[src/rtl/seq_cu.sv]
// Multi-cycle sequencer: fetches over req/ack, decodes, and steps the regfile/ALU one phase per cycle.
// Optional performance counters (cycle_cnt, retire_cnt) are built when SEQ_CU_PERF_CNT_EN is defined.
module seq_cu #(
  parameter int              PC_W     = 8,
  parameter logic [PC_W-1:0] START_PC = '0
) (
  input  logic            clk,
  input  logic            rst_n,
  input  logic            start,
  output logic            imem_req,
  output logic [PC_W-1:0] imem_addr,
  input  logic            imem_ack,
  input  logic [15:0]     imem_data,
  output logic [2:0]      rf_ra,
  output logic [2:0]      rf_rb,
  output logic [2:0]      rf_wa,
  output logic            wr_en,
  output logic [1:0]      alu_op,
  output logic            busy,
  output logic            done
`ifdef SEQ_CU_PERF_CNT_EN
  ,
  output logic [15:0]     cycle_cnt,
  output logic [15:0]     retire_cnt
`endif
);

  typedef enum logic [2:0] {
    S_IDLE, S_FETCH, S_DECODE, S_EXEC, S_WB, S_HALT
  } state_e;

  localparam logic [6:0] OP_ADD  = 7'h01;
  localparam logic [6:0] OP_OR   = 7'h04;
  localparam logic [6:0] OP_HALT = 7'h7F;

  state_e          r_state;
  state_e          w_state_nxt;
  logic [PC_W-1:0] r_pc;
  logic [15:0]     r_ir;
  logic            r_imem_req;
  logic            r_wr_en;
  logic            r_busy;
  logic            r_done;
  logic [2:0]      r_rf_ra;
  logic [2:0]      r_rf_rb;
  logic [2:0]      r_rf_wa;
  logic [1:0]      r_alu_op;

  logic [6:0]      w_op;
  logic            w_is_alu;
  logic            w_is_halt;
  logic            w_is_nop;
  logic            w_start_acc;
  logic            w_fetch_done;

  assign w_op         = r_ir[15:9];
  assign w_is_alu     = (w_op >= OP_ADD) && (w_op <= OP_OR);
  assign w_is_halt    = (w_op == OP_HALT);
  assign w_is_nop     = !w_is_alu && !w_is_halt;
  assign w_start_acc  = start && ((r_state == S_IDLE) || (r_state == S_HALT));
  // An ack only counts while our own request is up; stray acks are dropped.
  assign w_fetch_done = (r_state == S_FETCH) && r_imem_req && imem_ack;

  always_ff @(posedge clk or negedge rst_n) begin
    if (!rst_n) r_state <= S_IDLE;
    else        r_state <= w_state_nxt;
  end

  always_comb begin
    // NOTE: default first so every path assigns w_state_nxt; a missing branch would infer a latch.
    w_state_nxt = r_state;
    unique case (r_state)
      S_IDLE:   if (start) w_state_nxt = S_FETCH;
      S_FETCH:  if (w_fetch_done) w_state_nxt = S_DECODE;
      S_DECODE: begin
        if (w_is_alu)       w_state_nxt = S_EXEC;
        else if (w_is_halt) w_state_nxt = S_HALT;
        else                w_state_nxt = S_FETCH;
      end
      S_EXEC:   w_state_nxt = S_WB;
      S_WB:     w_state_nxt = S_FETCH;
      S_HALT:   if (start) w_state_nxt = S_FETCH;
      default:  w_state_nxt = S_IDLE;
    endcase
  end

  // Control outputs are registered from the next state so they line up with the phase they belong to.
  always_ff @(posedge clk or negedge rst_n) begin
    if (!rst_n) begin
      // NOTE: non-blocking assignments for all state so every register samples pre-edge values.
      r_pc       <= START_PC;
      r_ir       <= '0;
      r_imem_req <= 1'b0;
      r_wr_en    <= 1'b0;
      r_busy     <= 1'b0;
      r_done     <= 1'b0;
      r_rf_ra    <= '0;
      r_rf_rb    <= '0;
      r_rf_wa    <= '0;
      r_alu_op   <= '0;
    end else begin
      r_imem_req <= (w_state_nxt == S_FETCH);
      r_wr_en    <= (w_state_nxt == S_WB);
      r_done     <= (w_state_nxt == S_HALT);
      r_busy     <= (w_state_nxt == S_FETCH) || (w_state_nxt == S_DECODE) ||
                    (w_state_nxt == S_EXEC)  || (w_state_nxt == S_WB);

      if (w_fetch_done) r_ir <= imem_data;

      if (r_state == S_DECODE) begin
        r_rf_ra <= r_ir[8:6];
        r_rf_rb <= r_ir[5:3];
        r_rf_wa <= r_ir[2:0];
      end

      if ((r_state == S_DECODE) && w_is_alu) r_alu_op <= 2'(w_op - OP_ADD);
      else if (r_state == S_WB)              r_alu_op <= '0;

      if (w_start_acc)
        r_pc <= START_PC;
      else if ((r_state == S_WB) || ((r_state == S_DECODE) && w_is_nop))
        r_pc <= r_pc + 1'b1;
    end
  end

  assign imem_req  = r_imem_req;
  assign imem_addr = r_pc;
  assign rf_ra     = r_rf_ra;
  assign rf_rb     = r_rf_rb;
  assign rf_wa     = r_rf_wa;
  assign wr_en     = r_wr_en;
  assign alu_op    = r_alu_op;
  assign busy      = r_busy;
  assign done      = r_done;

`ifdef SEQ_CU_PERF_CNT_EN
  logic [15:0] r_cycle_cnt;
  logic [15:0] r_retire_cnt;
  logic        w_retire;

  assign w_retire = (r_state == S_WB) || ((r_state == S_DECODE) && w_is_nop);

  always_ff @(posedge clk or negedge rst_n) begin
    if (!rst_n) begin
      r_cycle_cnt  <= '0;
      r_retire_cnt <= '0;
    end else if (w_start_acc) begin
      r_cycle_cnt  <= '0;
      r_retire_cnt <= '0;
    end else begin
      if (r_busy && (r_cycle_cnt != 16'hFFFF))    r_cycle_cnt  <= r_cycle_cnt + 16'd1;
      if (w_retire && (r_retire_cnt != 16'hFFFF)) r_retire_cnt <= r_retire_cnt + 16'd1;
    end
  end

  assign cycle_cnt  = r_cycle_cnt;
  assign retire_cnt = r_retire_cnt;
`endif

endmodule

[config.mk]
export PLATFORM = sky130hd
export DESIGN_NAME = seq_cu
export DESIGN_NICKNAME = d
export VERILOG_FILES = /design/src/rtl/seq_cu.sv
export SDC_FILE = /design/constraint.sdc
export NUM_CORES = 1
export LEC_CHECK = 0
export CAP_MARGIN = 25
export CORE_MARGIN = 2
export CORE_UTILIZATION = 49
export CTS_CLUSTER_DIAMETER = 120
export DETAILED_ROUTE_END_ITERATION = 10
export PLACE_DENSITY = 0.79
export SLEW_MARGIN = 20
export SYNTH_ARGS = -nofsm -noshare
export SYNTH_HDL_FRONTEND = slang
export SYNTH_SLANG_ARGS = --single-unit
[constraint.sdc]
create_clock -name clk -period 3.37 [get_ports clk]
set_clock_uncertainty 0.2 [all_clocks]
set_input_delay 0.337 -clock clk [delete_from_list [all_inputs] [get_ports clk]]
set_output_delay 0.337 -clock clk [all_outputs]
set_load 0.05 [all_outputs]
* After elaboration in Yosys (flattened, before gate mapping) *
Cells that the tools add are included.

storage, ports and cells
  register bits after elaboration = 42
  bits of input ports = 20
  word-level logic and storage cells = 53

cells by class
  add/subtract/negate cells = 2
  $lt $le $gt $ge = 2
  equal/unequal tests = 11
  muxes and demuxes = 9
  reduce and logical (&&, ||, !) cells = 18

operators with widths
  kind                                                            count
  two-way mux 8 bit                                               2
  one-hot mux 3 bit (5 select lines)                              1
  == test 3 x 2 -> 1 bit, second input constant                   4
  == test 3 bit, second input constant                            4
  two-way mux 3 bit                                               4
  adder 8 x 1 -> 8 bit, second input constant                     1
  == test 7 bit, second input constant                            1
  >= comparator 7 x 1 -> 1 bit, second input constant             1
  less-or-equal comparator 7 x 3 -> 1 bit, second input constant  1
  logical AND 1 bit                                               7
  == test 3 x 1 -> 1 bit, second input constant                   2
  logical OR 1 bit                                                5
  two-way mux 2 bit                                               2
  nonzero test 2 bit                                              2
  zero test 3 bit                                                 1
  zero test 1 bit                                                 2
  OR reduction 2 bit                                              1
  subtractor 2 x 1 -> 2 bit, second input constant                1

* Depth between registers and ports, before layout *
  word-level depth = 9
  depth in mapped cells = 7

* Worst setup path before layout *
No wires, ideal clock.

  path type = flip-flop to flip-flop
  start point = register r_ir[9]
  end point = register r_pc[7], in the netlist imem_addr[7]
  library setup time = 0.078 ns
  arrival = 2.138 ns
  slack = 0.954 ns
  stages on the path, launching flop included = 7
  buffers on the path = 0
  clock period less this slack = 2.416 ns
  cells stage by stage = dfrtp_1 -> ha_1 -> or4_4 -> and3_1 -> o31a_1 -> or4_1 -> a21boi_1

on the way
  longest elaborated chain between the ends = 7
  elaborated cells between the ends (all ways) = 10
  classes of those cells = order compare: 2; eq/ne: 1; reduce/logical: 7

RTL lines
  element                                                                                         line  source
  start, declared                                                                                 39    logic [15:0] r_ir;
  start signal, assigned                                                                          108   if (w_fetch_done) r_ir <= imem_data;
  >= comparator 7 x 1 -> 1 bit / less-or-equal comparator 7 x 3 -> 1 bit (equally long branches)  57    assign w_is_alu = (w_op >= OP_ADD) && (w_op <= OP_OR);
  logical AND 1 bit                                                                               57
  zero test 1 bit                                                                                 59    assign w_is_nop = !w_is_alu && !w_is_halt;
  logical AND 1 bit *                                                                             59
  logical AND 1 bit *                                                                             121   else if ((r_state == S_WB) || ((r_state == S_DECODE) && w_is_nop))
  logical OR 1 bit *                                                                              121
  nonzero test 2 bit (no line) *                                                                  --
  end signal, assigned                                                                            122   r_pc <= r_pc + 1'b1;
  end, declared                                                                                   38    logic [PC_W-1:0] r_pc;

Mark *: on every way between the ends. The rest lies on a longest branch, timed or not.
A chain may end at the register's enable or synchronous reset.

* Final worst setup path *
  start point = register r_ir[10]
  end point = register r_pc[7], in the netlist imem_addr[7]

The elaborated chain is that of the path after synthesis.

==> impl_metrics.env <==
export IMPL_grt_max_degree=43
export IMPL_critPathMaxStageDelay_ps=520
export IMPL_status="finished clean"
export IMPL_ys_ff_latch=42
export IMPL_worstPathArrival_ps=2640
export IMPL_dp_cells=229
export IMPL_drive_above_1_share_pct=18.8
export IMPL_drtAntennaViolNets=0
export IMPL_postPlaceCellArea_sq_um=2270
export IMPL_ys_warn_count=0
export IMPL_maxSlewViolCount=0
export IMPL_hold_viol=0
export IMPL_num_io_pins=43
export IMPL_path_buf_inv=1
export IMPL_root_buffer="clkbuf_4"
export IMPL_ys_types=33
export IMPL_synth_cell_area_sq_um=1790
export IMPL_ys_async_sr_fraction_pct=100
export IMPL_crit_type="reg2reg"
export IMPL_start_util_pct=52.5
export IMPL_finalCriticalPeriod_ps=2560
export IMPL_reg2reg_from="r_ir[10]"
export IMPL_min_delay_path_class="reg2reg"
export IMPL_route_detailed_drc=0
export IMPL_fin_cells=238
export IMPL_cts_clk_slew_worst_paths_ps=120
export IMPL_portBuffers=42
export IMPL_fin_setup_tns_ps=0
export IMPL_synth_top_area_cell="dfrtp_1"
export IMPL_path_cells="inv_1, ha_1, or4_4, and3_1, o31a_1, or4_1, a21boi_1"
export IMPL_crit_start="r_ir[10]"
export IMPL_synth_seq_area_share_pct=58.6
export IMPL_globalRouteTotalUtil_pct=18.6
export IMPL_vias_per_cell=5.32
export IMPL_fin_nets=215
export IMPL_die_area_sq_um=4160
export IMPL_cp_slowest_cell="or4_1"
export IMPL_syn_nets=167
export IMPL_synth_cells=143
export IMPL_synth_common_cells="dfrtp_1 (42), mux2_2 (23), nand2_1 (12)"
export IMPL_setup_viol=0
export IMPL_cts_made_buffers=5
export IMPL_row_count=21
export IMPL_fill_cells=282
export IMPL_synth_edf_count=0
export IMPL_synthFlopType="dfrtp_1"
export IMPL_final_core_util_pct=68.5
export IMPL_min_period_over_period_pct=75.9
export IMPL_rsz0062_at_grt="no"
export IMPL_maxCapViolCount=0
export IMPL_ctsLongestPathBuffers=2
export IMPL_area_growth_syn_to_layout_pct=30.5
export IMPL_first_iter_violations=67
export IMPL_antenna_cells=0
export IMPL_crit_required_ps=3450
export IMPL_drt_total_wl_um=3410
export IMPL_overflow=0
export IMPL_gp_congestion=0.835
export IMPL_worst_slack_ps=811
export IMPL_design_area_sq_um=2340
export IMPL_grt_pass1_vias=1275
export IMPL_multiInputGateArea_sq_um=721
export IMPL_grt_pass1_wl_um=5870
export IMPL_wl_per_cell_um=14.3
export IMPL_end_kind="flip-flop"
export IMPL_yosysTopAreaCellShare_pct=58.6
export IMPL_die_x_um=64.5
export IMPL_min_delay_start="r_ir[1]"
export IMPL_rrSetupSlack_ps=810
export IMPL_synth_most_common_cell="dfrtp_1"
export IMPL_clock_sinks=42
export IMPL_dieHeight_um=64.5
export IMPL_start_kind="flip-flop"
export IMPL_vias=1267
export IMPL_syn_avg_cell_area_sq_um=12.5
export IMPL_dp_hpwl_um=2510
export IMPL_fmax_mhz=391
export IMPL_p_per_area_nw_per_um2=881
export IMPL_cts_tree="built"
export IMPL_coreArea_sq_um=3420
export IMPL_grt_antenna_before_repair=0
export IMPL_ir_drop_v=0.000520
export IMPL_dp_slack_ps=834
export IMPL_synthTopCellsByArea="dfrtp_1 (59%), mux2_2 (14%), ha_1 (2.8%)"
export IMPL_cp_max_fo=7
export IMPL_ff_latch_area_sq_um=1050
export IMPL_clk_latency_ps=350
export IMPL_p_leak_nw=1.02
export IMPL_relSlewSlack_pct=39.7
export IMPL_tightest_slew_ps=905
export IMPL_dr_pass1_iters=4
export IMPL_path_delay_family="simple AND/OR/NAND/NOR gates"
export IMPL_htree_levels=2
==> cells by family after synthesis <==
family	after synthesis	share of synthesized area, %
compound gates	16	5.58
xor+xnor	1	0.488
fa+ha+maj	4	2.79
buf+inv	6	1.26
flops	42	58.6
mux	27	16.7
simple gates	47	14.6
==> per-stage QoR <==
stage               total power, mW  hold slack [ps]
global route                   2.20              335
CTS                            2.09              321
detailed placement             1.82              292
floorplan                      1.50             -159
global placement               1.78              281
finish                         2.06              317
==> metal layers <==
metal	wire [um]	global-route usage, %	vias to the layer above	share of wire [%]
li1	-	-	609	-
met1	1470	23.0	627	43
met2	1750	31.3	25	51
met3	149	5.56	6	4.4
met4	47	6.38	0	1.4
met5	0	0	-	0
==> path summary, 6_finish.rpt <==
kind | end | cells past startpoint
min | r_ir[1] | 1
max | imem_addr[7] | 7
min reg2reg | r_ir[1] | 1
max in group asynchronous | imem_addr[0] | 2
min in group asynchronous | rf_ra[0] | 2
max reg2reg | imem_addr[7] | 7
==> repair_timing <==
item                       in CTS  in global routing
hold endpoints to repair       42                  0
setup endpoints to repair       0                  0
setup buffers                   0                  0
hold buffers                    1                  0
resized for setup               0                  0
==> worst register-to-register path, delay by kind of cell, from the launching register on <==
family                     cells  cell delay [ps]
and+or+nand+nor                3             1170
AOI/OAI and AO/OA              2              460
DFF                            1              390
adders and majority gates      1              190
buffers and inverters          1               80
==> flip-flops by register name, indices dropped and copies added, names as in the netlist <==
signal	count
done	1
alu_op	2
imem_addr	8
wr_en	1
r_ir	16
rf_rb	3
r_state	3
imem_req	1
rf_ra	3
rf_wa	3
busy	1
==> layout by cell type, fill, tap and decap left out, types with 2 or more instances in the layout <==
cell type,count
nand2b_1,5
nor2_1,4
inv_1,2
o31ai_1,2
nand3_1,8
mux2_2,23
clkdlybuf4s50_1,41
buf_4,2
mux2i_1,4
nand2_1,12
nor3b_1,2
clkbuf_4,5
and2_1,2
ha_1,4
dfrtp_1,42
o21ai_0,8
nand4_1,4
==> power by group <==
group | total, mW | switching, mW | internal [mW]
sequential | 0.849 | 0.144 | 0.705
clock | 0.259 | 0.159 | 0.100
combinational | 0.954 | 0.550 | 0.404
total | 2.06 | 0.853 | 1.21
==> area by class of cell <==
type | instances | share of cell area [%]
Clock buffer | 6 | 2.19
Clock inverter | 2 | 0.534
Inverter | 2 | 0.321
Multi-Input combinational cell | 95 | 30.8
Sequential cell | 42 | 44.9
Tap cell | 46 | 2.46
Timing Repair Buffer | 45 | 18.8
(Power assumes the default switching activity.)
